==> config.mk <==
export PLATFORM = sky130hd
export DESIGN_NAME = controle_multiciclo
export DESIGN_NICKNAME = d
export VERILOG_FILES = /design/src/rtl/controle_multiciclo.sv
export SDC_FILE = /design/constraint.sdc
export NUM_CORES = 1
export LEC_CHECK = 0
export ABC_CLOCK_PERIOD_IN_PS = 1950
export CORE_MARGIN = 1
export CORE_UTILIZATION = 43
export CTS_BUF_LIST = sky130_fd_sc_hd__clkbuf_16
export CTS_CLUSTER_DIAMETER = 60
export DETAILED_ROUTE_END_ITERATION = 12
export GPL_TIMING_DRIVEN = 0
export MAX_ROUTING_LAYER = met4
export PLACE_DENSITY = 0.82
export SETUP_SLACK_MARGIN = 0.5
export SLEW_MARGIN = 20
export SYNTH_ARGS = -nofsm -noshare
export SYNTH_HDL_FRONTEND = slang
export SYNTH_SLANG_ARGS = --single-unit
==> constraint.sdc <==
create_clock -name clk -period 1.95 [get_ports clk]
set_clock_uncertainty 0.1 [all_clocks]
set_input_delay 0.2925 -clock clk [delete_from_list [all_inputs] [get_ports clk]]
set_output_delay 0.2925 -clock clk [all_outputs]
set_load 0.05 [all_outputs]
==> src/rtl/controle_multiciclo.sv <==
// ---------------------------------------------------------------------------
// controle_multiciclo
//
// Purpose:
//   Main control unit of a multi-cycle RISC-V style datapath. A Moore FSM
//   walks each instruction through IDLE -> FETCH -> DECODE -> EXECUTE and
//   then, depending on the instruction class, MEM and/or WRITEBACK before
//   going back to FETCH. Unknown opcodes, and memory accesses that never
//   complete within MEM_TIMEOUT cycles, park the FSM in TRAP until reset.
//
// Parameters:
//   ALUOP_W      width of aluOp (>= 2); only bits [1:0] are ever non-zero
//   EN_JUMP      1 = jal/jalr/lui/auipc accepted, 0 = they trap
//   MEM_TIMEOUT  wait cycles allowed for mem_ready; 0 = wait forever
//
// Ports:
//   clk          rising-edge clock
//   rst          asynchronous active-high reset
//   instruction  opcode field of the instruction register
//   mem_ready    completion strobe for the current fetch or data access
//   pcWrite      PC update strobe (FETCH, in the cycle memory answers)
//   irWrite      IR load strobe   (FETCH, in the cycle memory answers)
//   branch       branch compare enable (EXECUTE, branch opcode)
//   jump         jump target select    (EXECUTE, jal/jalr)
//   memRead      memory read  (FETCH, or MEM for lw)
//   memWrite     memory write (MEM for sw)
//   memtoReg     register file takes memory data (WRITEBACK of lw)
//   aluSrc       ALU B operand is the immediate
//   regWrite     register file write enable (WRITEBACK only)
//   aluOp        ALU operation class
//   illegal      trap flag, held while the FSM sits in TRAP
//   state        current FSM state code
// ---------------------------------------------------------------------------
module controle_multiciclo #(
    parameter int ALUOP_W     = 2,
    parameter int EN_JUMP     = 1,
    parameter int MEM_TIMEOUT = 15
) (
    input  logic               clk,
    input  logic               rst,
    input  logic [6:0]         instruction,
    input  logic               mem_ready,
    output logic               pcWrite,
    output logic               irWrite,
    output logic               branch,
    output logic               jump,
    output logic               memRead,
    output logic               memWrite,
    output logic               memtoReg,
    output logic               aluSrc,
    output logic               regWrite,
    output logic [ALUOP_W-1:0] aluOp,
    output logic               illegal,
    output logic [2:0]         state
);

    // The wait counter must be able to hold MEM_TIMEOUT itself; keep at
    // least one bit so a disabled timeout still elaborates cleanly.
    localparam int CNT_W = (MEM_TIMEOUT > 0) ? $clog2(MEM_TIMEOUT + 1) : 1;

    localparam logic [6:0] OP_R      = 7'b0110011;
    localparam logic [6:0] OP_LW     = 7'b0000011;
    localparam logic [6:0] OP_SW     = 7'b0100011;
    localparam logic [6:0] OP_BRANCH = 7'b1100011;
    localparam logic [6:0] OP_IMM    = 7'b0010011;
    localparam logic [6:0] OP_JAL    = 7'b1101111;
    localparam logic [6:0] OP_JALR   = 7'b1100111;
    localparam logic [6:0] OP_LUI    = 7'b0110111;
    localparam logic [6:0] OP_AUIPC  = 7'b0010111;

    typedef enum logic [2:0] {
        S_IDLE      = 3'd0,
        S_FETCH     = 3'd1,
        S_DECODE    = 3'd2,
        S_EXECUTE   = 3'd3,
        S_MEM       = 3'd4,
        S_WRITEBACK = 3'd5,
        S_TRAP      = 3'd7
    } stateT;

    stateT              r_state;
    stateT              w_nextState;
    logic [6:0]         r_opc;
    logic [CNT_W-1:0]   r_waitCnt;

    logic               w_jumpEn;
    logic               w_instrLegal;
    logic               w_waitExpired;
    logic               w_isR;
    logic               w_isLw;
    logic               w_isSw;
    logic               w_isBranch;
    logic               w_isImm;
    logic               w_isJal;
    logic               w_isJalr;
    logic               w_isLui;
    logic               w_isAuipc;
    logic [1:0]         w_aluOp2;

    // Opcode legality is judged on the live instruction while in DECODE,
    // because that is the cycle in which opc is being captured.
    function automatic logic isLegal(input logic [6:0] op, input logic jumpEn);
        case (op)
            OP_R, OP_LW, OP_SW, OP_BRANCH, OP_IMM: isLegal = 1'b1;
            OP_JAL, OP_JALR, OP_LUI, OP_AUIPC:     isLegal = jumpEn;
            default:                               isLegal = 1'b0;
        endcase
    endfunction

    assign w_jumpEn     = (EN_JUMP != 0);
    assign w_instrLegal = isLegal(instruction, w_jumpEn);

    // Instruction classes decoded from the captured opcode only, so the
    // datapath controls never follow a changing instruction input.
    assign w_isR      = (r_opc == OP_R);
    assign w_isLw     = (r_opc == OP_LW);
    assign w_isSw     = (r_opc == OP_SW);
    assign w_isBranch = (r_opc == OP_BRANCH);
    assign w_isImm    = (r_opc == OP_IMM);
    assign w_isJal    = w_jumpEn && (r_opc == OP_JAL);
    assign w_isJalr   = w_jumpEn && (r_opc == OP_JALR);
    assign w_isLui    = w_jumpEn && (r_opc == OP_LUI);
    assign w_isAuipc  = w_jumpEn && (r_opc == OP_AUIPC);

    // The timeout fires when the counter has already reached the limit and
    // memory still has not answered; a late mem_ready in that same cycle
    // takes priority in the next-state logic.
    assign w_waitExpired = (MEM_TIMEOUT > 0) &&
                           (r_waitCnt == CNT_W'(MEM_TIMEOUT));

    // State register.
    always_ff @(posedge clk or posedge rst) begin
        if (rst) begin
            r_state <= S_IDLE;
        end else begin
            r_state <= w_nextState;
        end
    end

    // Opcode register, loaded once per instruction in DECODE.
    always_ff @(posedge clk or posedge rst) begin
        if (rst) begin
            r_opc <= 7'd0;
        end else if (r_state == S_DECODE) begin
            r_opc <= instruction;
        end
    end

    // Wait counter for FETCH and MEM. Any state change clears it, which
    // covers entry into FETCH/MEM including the direct MEM -> FETCH step of
    // a store. While waiting it counts up and saturates, so a disabled
    // timeout cannot wrap into anything meaningful.
    always_ff @(posedge clk or posedge rst) begin
        if (rst) begin
            r_waitCnt <= '0;
        end else if (w_nextState != r_state) begin
            r_waitCnt <= '0;
        end else if ((r_state == S_FETCH || r_state == S_MEM) && !mem_ready
                     && (r_waitCnt != '1)) begin
            r_waitCnt <= r_waitCnt + 1'b1;
        end
    end

    // Next-state logic. Code 6 and any other corrupted value fall back to
    // IDLE through the default branch.
    always_comb begin
        w_nextState = r_state;
        case (r_state)
            S_IDLE: begin
                w_nextState = S_FETCH;
            end
            S_FETCH: begin
                if (mem_ready) begin
                    w_nextState = S_DECODE;
                end else if (w_waitExpired) begin
                    w_nextState = S_TRAP;
                end
            end
            S_DECODE: begin
                w_nextState = w_instrLegal ? S_EXECUTE : S_TRAP;
            end
            S_EXECUTE: begin
                if (w_isBranch) begin
                    w_nextState = S_FETCH;
                end else if (w_isLw || w_isSw) begin
                    w_nextState = S_MEM;
                end else begin
                    w_nextState = S_WRITEBACK;
                end
            end
            S_MEM: begin
                if (mem_ready) begin
                    w_nextState = w_isLw ? S_WRITEBACK : S_FETCH;
                end else if (w_waitExpired) begin
                    w_nextState = S_TRAP;
                end
            end
            S_WRITEBACK: begin
                w_nextState = S_FETCH;
            end
            S_TRAP: begin
                w_nextState = S_TRAP;
            end
            default: begin
                w_nextState = S_IDLE;
            end
        endcase
    end

    // Output decode. Everything depends on r_state/r_opc only, except the
    // IR/PC strobes which must coincide with the cycle memory delivers the
    // instruction word. MEM keeps the ALU setup of EXECUTE (lw/sw both use
    // the immediate with an add) so the address stays stable while waiting.
    always_comb begin
        pcWrite  = 1'b0;
        irWrite  = 1'b0;
        branch   = 1'b0;
        jump     = 1'b0;
        memRead  = 1'b0;
        memWrite = 1'b0;
        memtoReg = 1'b0;
        aluSrc   = 1'b0;
        regWrite = 1'b0;
        illegal  = 1'b0;
        w_aluOp2 = 2'b00;
        case (r_state)
            S_FETCH: begin
                memRead = 1'b1;
                irWrite = mem_ready;
                pcWrite = mem_ready;
            end
            S_EXECUTE: begin
                if (w_isR) begin
                    w_aluOp2 = 2'b10;
                end else if (w_isBranch) begin
                    w_aluOp2 = 2'b01;
                end else if (w_isImm) begin
                    w_aluOp2 = 2'b11;
                end
                aluSrc = w_isLw || w_isSw || w_isImm || w_isJalr
                         || w_isLui || w_isAuipc;
                branch = w_isBranch;
                jump   = w_isJal || w_isJalr;
            end
            S_MEM: begin
                memRead  = w_isLw;
                memWrite = w_isSw;
                aluSrc   = w_isLw || w_isSw;
            end
            S_WRITEBACK: begin
                regWrite = 1'b1;
                memtoReg = w_isLw;
            end
            S_TRAP: begin
                illegal = 1'b1;
            end
            default: begin
            end
        endcase
    end

    // Upper aluOp bits are tied low by the zero extension.
    assign aluOp = ALUOP_W'(w_aluOp2);
    assign state = r_state;

endmodule

# Yosys cells after proc, flatten, opt, wreduce, memory -nomap -nowiden
# Cells that the tools add are included.
# word_totals
elab_cells	69
input_bits	10
ff_bits	14
output_inout_bits	15
# classes
n_eq_ne	27
n_addsub	1
reduce_logical	14
mux	24
# ops
op	n
7-bit by 6-bit == test with 1-bit output, second input constant	6
7-bit == test, second input constant	6
7-bit by 5-bit == test with 1-bit output, second input constant	4
3-bit 2-to-1 mux	6
3-bit case mux with 6 select lines	1
7-bit by 2-bit == test with 1-bit output, second input constant	2
3-bit == test, second input constant	3
1-bit 2-to-1 mux	9
9-bit OR reduction	1
2-bit 2-to-1 mux	4
4-bit 2-to-1 mux	2
1-bit logical OR	7
3-bit by 2-bit == test with 1-bit output, second input constant	2
4-bit by 1-bit adder with 4-bit output, second input constant	1
4-bit == test, second input constant	1
4-bit inequality test, second input constant	1
1-bit case mux with 2 select lines	2
3-bit by 1-bit == test with 1-bit output, second input constant	1
3-bit logical NOT	1
3-bit inequality test	1
1-bit logical AND	2
2-bit nonzero test	1
2-bit OR reduction	1
1-bit logical NOT	1

# Depth between registers and ports, before layout
# logic_depth
depth_word	7
mapped_depth	7
mapped_depth_nobuf	7

# Worst setup path before layout
# Ideal clock, no wire load.
# synth_timing
kind	reg-to-output
from	register r_opc[2]
to	output memWrite
path_stages_with_launch	4
n_path_buf	0
t_arrival_ps	2841
t_required_ps	1558
setup_slack_ps	-1284
path_cell_list	dfrtp_1 > or3_1 > or3_2 > nor4b_1
# synth_between
elab_chain_cells	2
# synth_rtl
element	line_no	rtl
start: declaration	83	logic [6:0] r_opc;
start signal: assignment	145	r_opc <= instruction;
7-bit by 6-bit == test with 1-bit output	117	assign w_isSw = (r_opc == OP_SW);
1-bit 2-to-1 mux	226	case (r_state)
end: declaration	48	output logic memWrite,
# Every way passes these cells.

# Worst setup path after layout
# layout_timing
from	register r_opc[3]
to	output memRead
# layout_between
elab_chain_cells	2
# layout_rtl
element	line_no	rtl
7-bit by 2-bit == test with 1-bit output	116	assign w_isLw = (r_opc == OP_LW);
1-bit case mux with 2 select lines	226	
end: declaration	47	output logic memRead,
# Every way passes these cells.

==> impl_metrics.xml <==
<?xml version="1.0" encoding="UTF-8"?>
<metrics>
  <group name="final_layout">
    <metric name="num_antenna_cells" unit="">0</metric>
    <metric name="post_route_cells_drive_above_1_share" unit="%">56.13</metric>
    <metric name="syn2layout_area_growth" unit="%">89.06</metric>
    <metric name="core_util_final" unit="%">88.80</metric>
    <metric name="nNetsFinal" unit="">167</metric>
    <metric name="layout.cells.most_common_list" unit="">buf_4 (18), buf_8 (11), dfrtp_1 (11)</metric>
    <metric name="finalInstanceArea" unit="mm^2">0.001795</metric>
    <metric name="layout_commonest_cell" unit="">buf_4</metric>
    <metric name="fillers" unit="">86</metric>
  </group>
  <group name="timing">
    <metric name="finalSetupViolCount" unit="">9</metric>
    <metric name="tightestPinTransition" unit="ps">709.0</metric>
    <metric name="post-route-worst-setup-slack" unit="ps">-481.1</metric>
    <metric name="final_period_minus_worst_setup_slack" unit="ps">2431</metric>
    <metric name="max_slew_margin" unit="%">52.51</metric>
    <metric name="final-hold-violation-count" unit="">0</metric>
    <metric name="fmax" unit="MHz">411.3</metric>
    <metric name="unrepaired_setup_endpoints_after_global_routing" unit="">true</metric>
    <metric name="slew_viol_final" unit="">0</metric>
    <metric name="layout_worst_path_cycle_share" unit="%">124.7</metric>
  </group>
  <group name="setup_path">
    <metric name="worstPathRequired" unit="ps">1560</metric>
    <metric name="crit_slowest_cell" unit="">or4_4</metric>
    <metric name="worst_setup_path_end_kind" unit="">output port</metric>
    <metric name="worst-endpoint-arrival" unit="ps">2040</metric>
    <metric name="cp-start-kind" unit="">flip-flop</metric>
    <metric name="crit_path_cell_trace" unit="">or3_4 &gt; or4_4 &gt; or2_4 &gt; a21oi_4 &gt; buf_6</metric>
    <metric name="crit_path_max_incr_delay" unit="ps">440</metric>
    <metric name="timing.critical_path.fanout_max" unit="">2</metric>
    <metric name="critPathKind" unit="">reg2out</metric>
    <metric name="worst_r2r_path_depth" unit="">7</metric>
  </group>
  <group name="floorplanning">
    <metric name="die_w" unit="um">49.00</metric>
    <metric name="ioPinCount" unit="">25</metric>
    <metric name="fp.coreArea" unit="mm^2">0.002022</metric>
    <metric name="design.die.area" unit="mm^2">0.002401</metric>
    <metric name="number_of_rows_in_the_core_area" unit="">16</metric>
    <metric name="chipHeight" unit="um">49.00</metric>
    <metric name="initial_core_util" unit="%">46.97</metric>
  </group>
  <group name="grt">
    <metric name="overflow" unit="">0</metric>
    <metric name="grt_pass1_vias" unit="">988</metric>
    <metric name="gr-usage-all-layers" unit="%">29.67</metric>
    <metric name="grt_first_pass_wirelength" unit="um">5133</metric>
    <metric name="antenna_violations_before_repair" unit="">0</metric>
    <metric name="maximum_number_of_pins_on_one_net_before_global_route_repair" unit="">15</metric>
  </group>
  <group name="placement">
    <metric name="place.detailed.hpwl" unit="um">1849</metric>
    <metric name="placement.io_buffers" unit="">24</metric>
    <metric name="placed_area" unit="mm^2">0.001411</metric>
    <metric name="finalWeightedCongestion" unit="">0.8236</metric>
  </group>
  <group name="drt">
    <metric name="wirelength" unit="um">3733</metric>
    <metric name="drc" unit="">0</metric>
    <metric name="detailedRoute.firstIterationViolations" unit="">49</metric>
    <metric name="detailroute.via_count" unit="">1117</metric>
    <metric name="routed_via_density" unit="">6.137</metric>
    <metric name="drtAntennaViolNets" unit="">0</metric>
    <metric name="drt_pre_antenna_iters" unit="">4</metric>
    <metric name="wl_per_cell" unit="um">20.51</metric>
  </group>
  <group name="pwr">
    <metric name="p_per_area" unit="mW/mm^2">1709</metric>
    <metric name="leakagePower" unit="nW">0.7622</metric>
    <metric name="ir_worst_vdd" unit="mV">1.309</metric>
    <metric name="report.power.total" unit="mW">3.068</metric>
  </group>
  <group name="status">
    <metric name="violations_in_the_final_reports" unit="">negative setup slack</metric>
    <metric name="status" unit="">finished, violations left</metric>
  </group>
  <group name="min_path">
    <metric name="worstHoldPathType" unit="">in2async</metric>
  </group>
  <group name="yosys">
    <metric name="postSynthNetCount" unit="">117</metric>
    <metric name="syn_area_per_cell" unit="um^2">8.959</metric>
    <metric name="synth_cell_type_count" unit="">41</metric>
    <metric name="synth_sequential_area_ratio" unit="%">36.89</metric>
    <metric name="synth.cell_area" unit="um^2">949.7</metric>
    <metric name="synth-seq-cells" unit="">14</metric>
    <metric name="number_of_synthesis_warnings" unit="">0</metric>
    <metric name="post_synth_inst_count" unit="">106</metric>
  </group>
  <group name="clock_tree">
    <metric name="clkLatencyLatePin" unit="ps">240</metric>
    <metric name="cts_tree" unit="">yes</metric>
    <metric name="h_tree_level_count" unit="">1</metric>
    <metric name="tritoncts_num_sinks" unit="">14</metric>
    <metric name="cts.reportedPaths.clkPinSlew" unit="ps">50</metric>
    <metric name="number_of_buffers_added_by_the_clock_tree_synthesis_step" unit="">3</metric>
    <metric name="maximum_root_to_sink_buffer_count" unit="">2</metric>
    <metric name="cts-hold-fix-buffers" unit="">0</metric>
    <metric name="clock_root_buffer" unit="">clkbuf_16</metric>
  </group>
  <group name="run">
    <metric name="cap_violations" unit="">0</metric>
  </group>
</metrics>
==> Yosys cell counts <==
library cell / number / area (um^2)
a311oi_1: 1 / 8.760
nand2_1: 8 / 30.03
nand2b_1: 4 / 25.02
or3_1: 1 / 6.260
o2111ai_1: 1 / 8.760
mux2_2: 8 / 90.09
dfrtp_1: 14 / 350.3
a21oi_1: 7 / 35.03
a21o_1: 1 / 7.510
nor3_2: 1 / 10.01
a211o_1: 2 / 17.52
a31oi_1: 1 / 6.260
nand3b_1: 1 / 7.510
buf_4: 2 / 15.01
o21ai_0: 2 / 10.01
ha_1: 1 / 12.51
and3_2: 1 / 7.510
o311a_1: 1 / 10.01
mux2i_1: 1 / 10.01
nor4_1: 4 / 25.02
nor3_1: 4 / 20.02
and3b_1: 1 / 8.760
or3_2: 1 / 7.510
nor3b_1: 1 / 7.510
a21boi_0: 1 / 7.510
xnor2_1: 1 / 8.760
mux2i_2: 1 / 13.76
o32ai_1: 2 / 17.52
nor4b_1: 1 / 8.760
o22a_1: 1 / 8.760
or4_4: 1 / 11.26
nand3_1: 4 / 20.02
nor2b_1: 1 / 6.260
inv_1: 4 / 15.01
clkbuf_1: 2 / 7.510
or2_2: 1 / 6.260
or2b_1: 1 / 7.510
and2b_2: 1 / 8.760
and3_1: 3 / 18.77
nor2_1: 11 / 41.29
buf_2: 1 / 5.000
==> logic make-up after synthesis <==
kind of cell               Yosys count  share of synthesized area (%)
AOI/OAI and AO/OA                   20                          14.49
xor gates and xnor gates             1                         0.9224
adders and majority gates            1                          1.317
buffers and inverters                9                          4.478
DFF                                 14                          36.89
muxes                               10                          11.99
and+or+nand+nor                     51                          29.91
==> layout make-up <==
class / instances / area [um^2] / share of cell area [%]
Buffer: 5 / 81.33 / 4.530
Clock buffer: 3 / 75.07 / 4.181
Clock inverter: 1 / 3.754 / 0.2091
Inverter: 4 / 15.01 / 0.8362
Multi-Input combinational cell: 83 / 790.8 / 44.04
Sequential cell: 14 / 354.1 / 19.72
Tap cell: 27 / 33.78 / 1.882
Timing Repair Buffer: 45 / 441.7 / 24.60
==> sequential cells by signal, indices dropped and copies added (netlist names) <==
| signal | flops |
|---|---|
| state | 3 |
| r_waitCnt | 4 |
| r_opc | 7 |
==> what timing repair did <==
item | 4_1_cts | 5_1_grt
buffers inserted | 14 | 7
resized for setup | 120 | 13
endpoints found under the hold margin | 0 | 0
setup endpoints to repair | 29 | 27
pin swaps | 7 | 11
==> stage by stage <==
stage / setup WS (ps) / instances / setup TNS [ps] / hold WS (ps)
6_report: -481.1 / 182 / -3021 / 303.2
5_1_grt: -537.2 / 182 / -3582 / 380.2
4_1_cts: -445.3 / 175 / -2316 / 318.3
3_5_place_dp: -901.4 / 157 / -7149 / 439.7
3_3_place_gp: -840.1 / 157 / -6773 / 430.9
2_1_floorplan: -263.6 / 106 / -693.7 / 81.52
==> worst max-delay path, delay by kind of cell (launching register included) <==
kind | cells | cell delay (ps)
AND/OR/NAND/NOR | 3 | 1090
flip-flops | 1 | 380
buffers and inverters | 1 | 180
AO/OA/AOI/OAI | 1 | 150
==> final timing paths <==
path	start	to	slack, ps
setup / recovery	r_opc[3]	memRead	-480
hold / removal	rst	r_waitCnt[3]	300
setup reg to reg	r_opc[3]	r_waitCnt[2]	-470
hold reg to reg	r_opc[1]	r_opc[1]	470
max in group asynchronous	rst	state[0]	1060
min in group clk	r_opc[1]	r_opc[1]	470
==> power by group <==
part	leakage (nW)	switching [mW]	total (mW)	internal, mW
Clock	0.0385	0.116	0.387	0.271
Combinational	0.552	1.16	2.14	0.979
Sequential	0.172	0.127	0.540	0.414
Total	0.762	1.40	3.07	1.66
==> layer usage <==
metal	part of all wire [%]	GRT usage (%)	routed length (um)
met5	0	-	0
met4	3.8	10.78	141
met3	5.7	2.804	212
met2	51	48.38	1888
met1	40	38.34	1490
(Power assumes the default switching activity.)
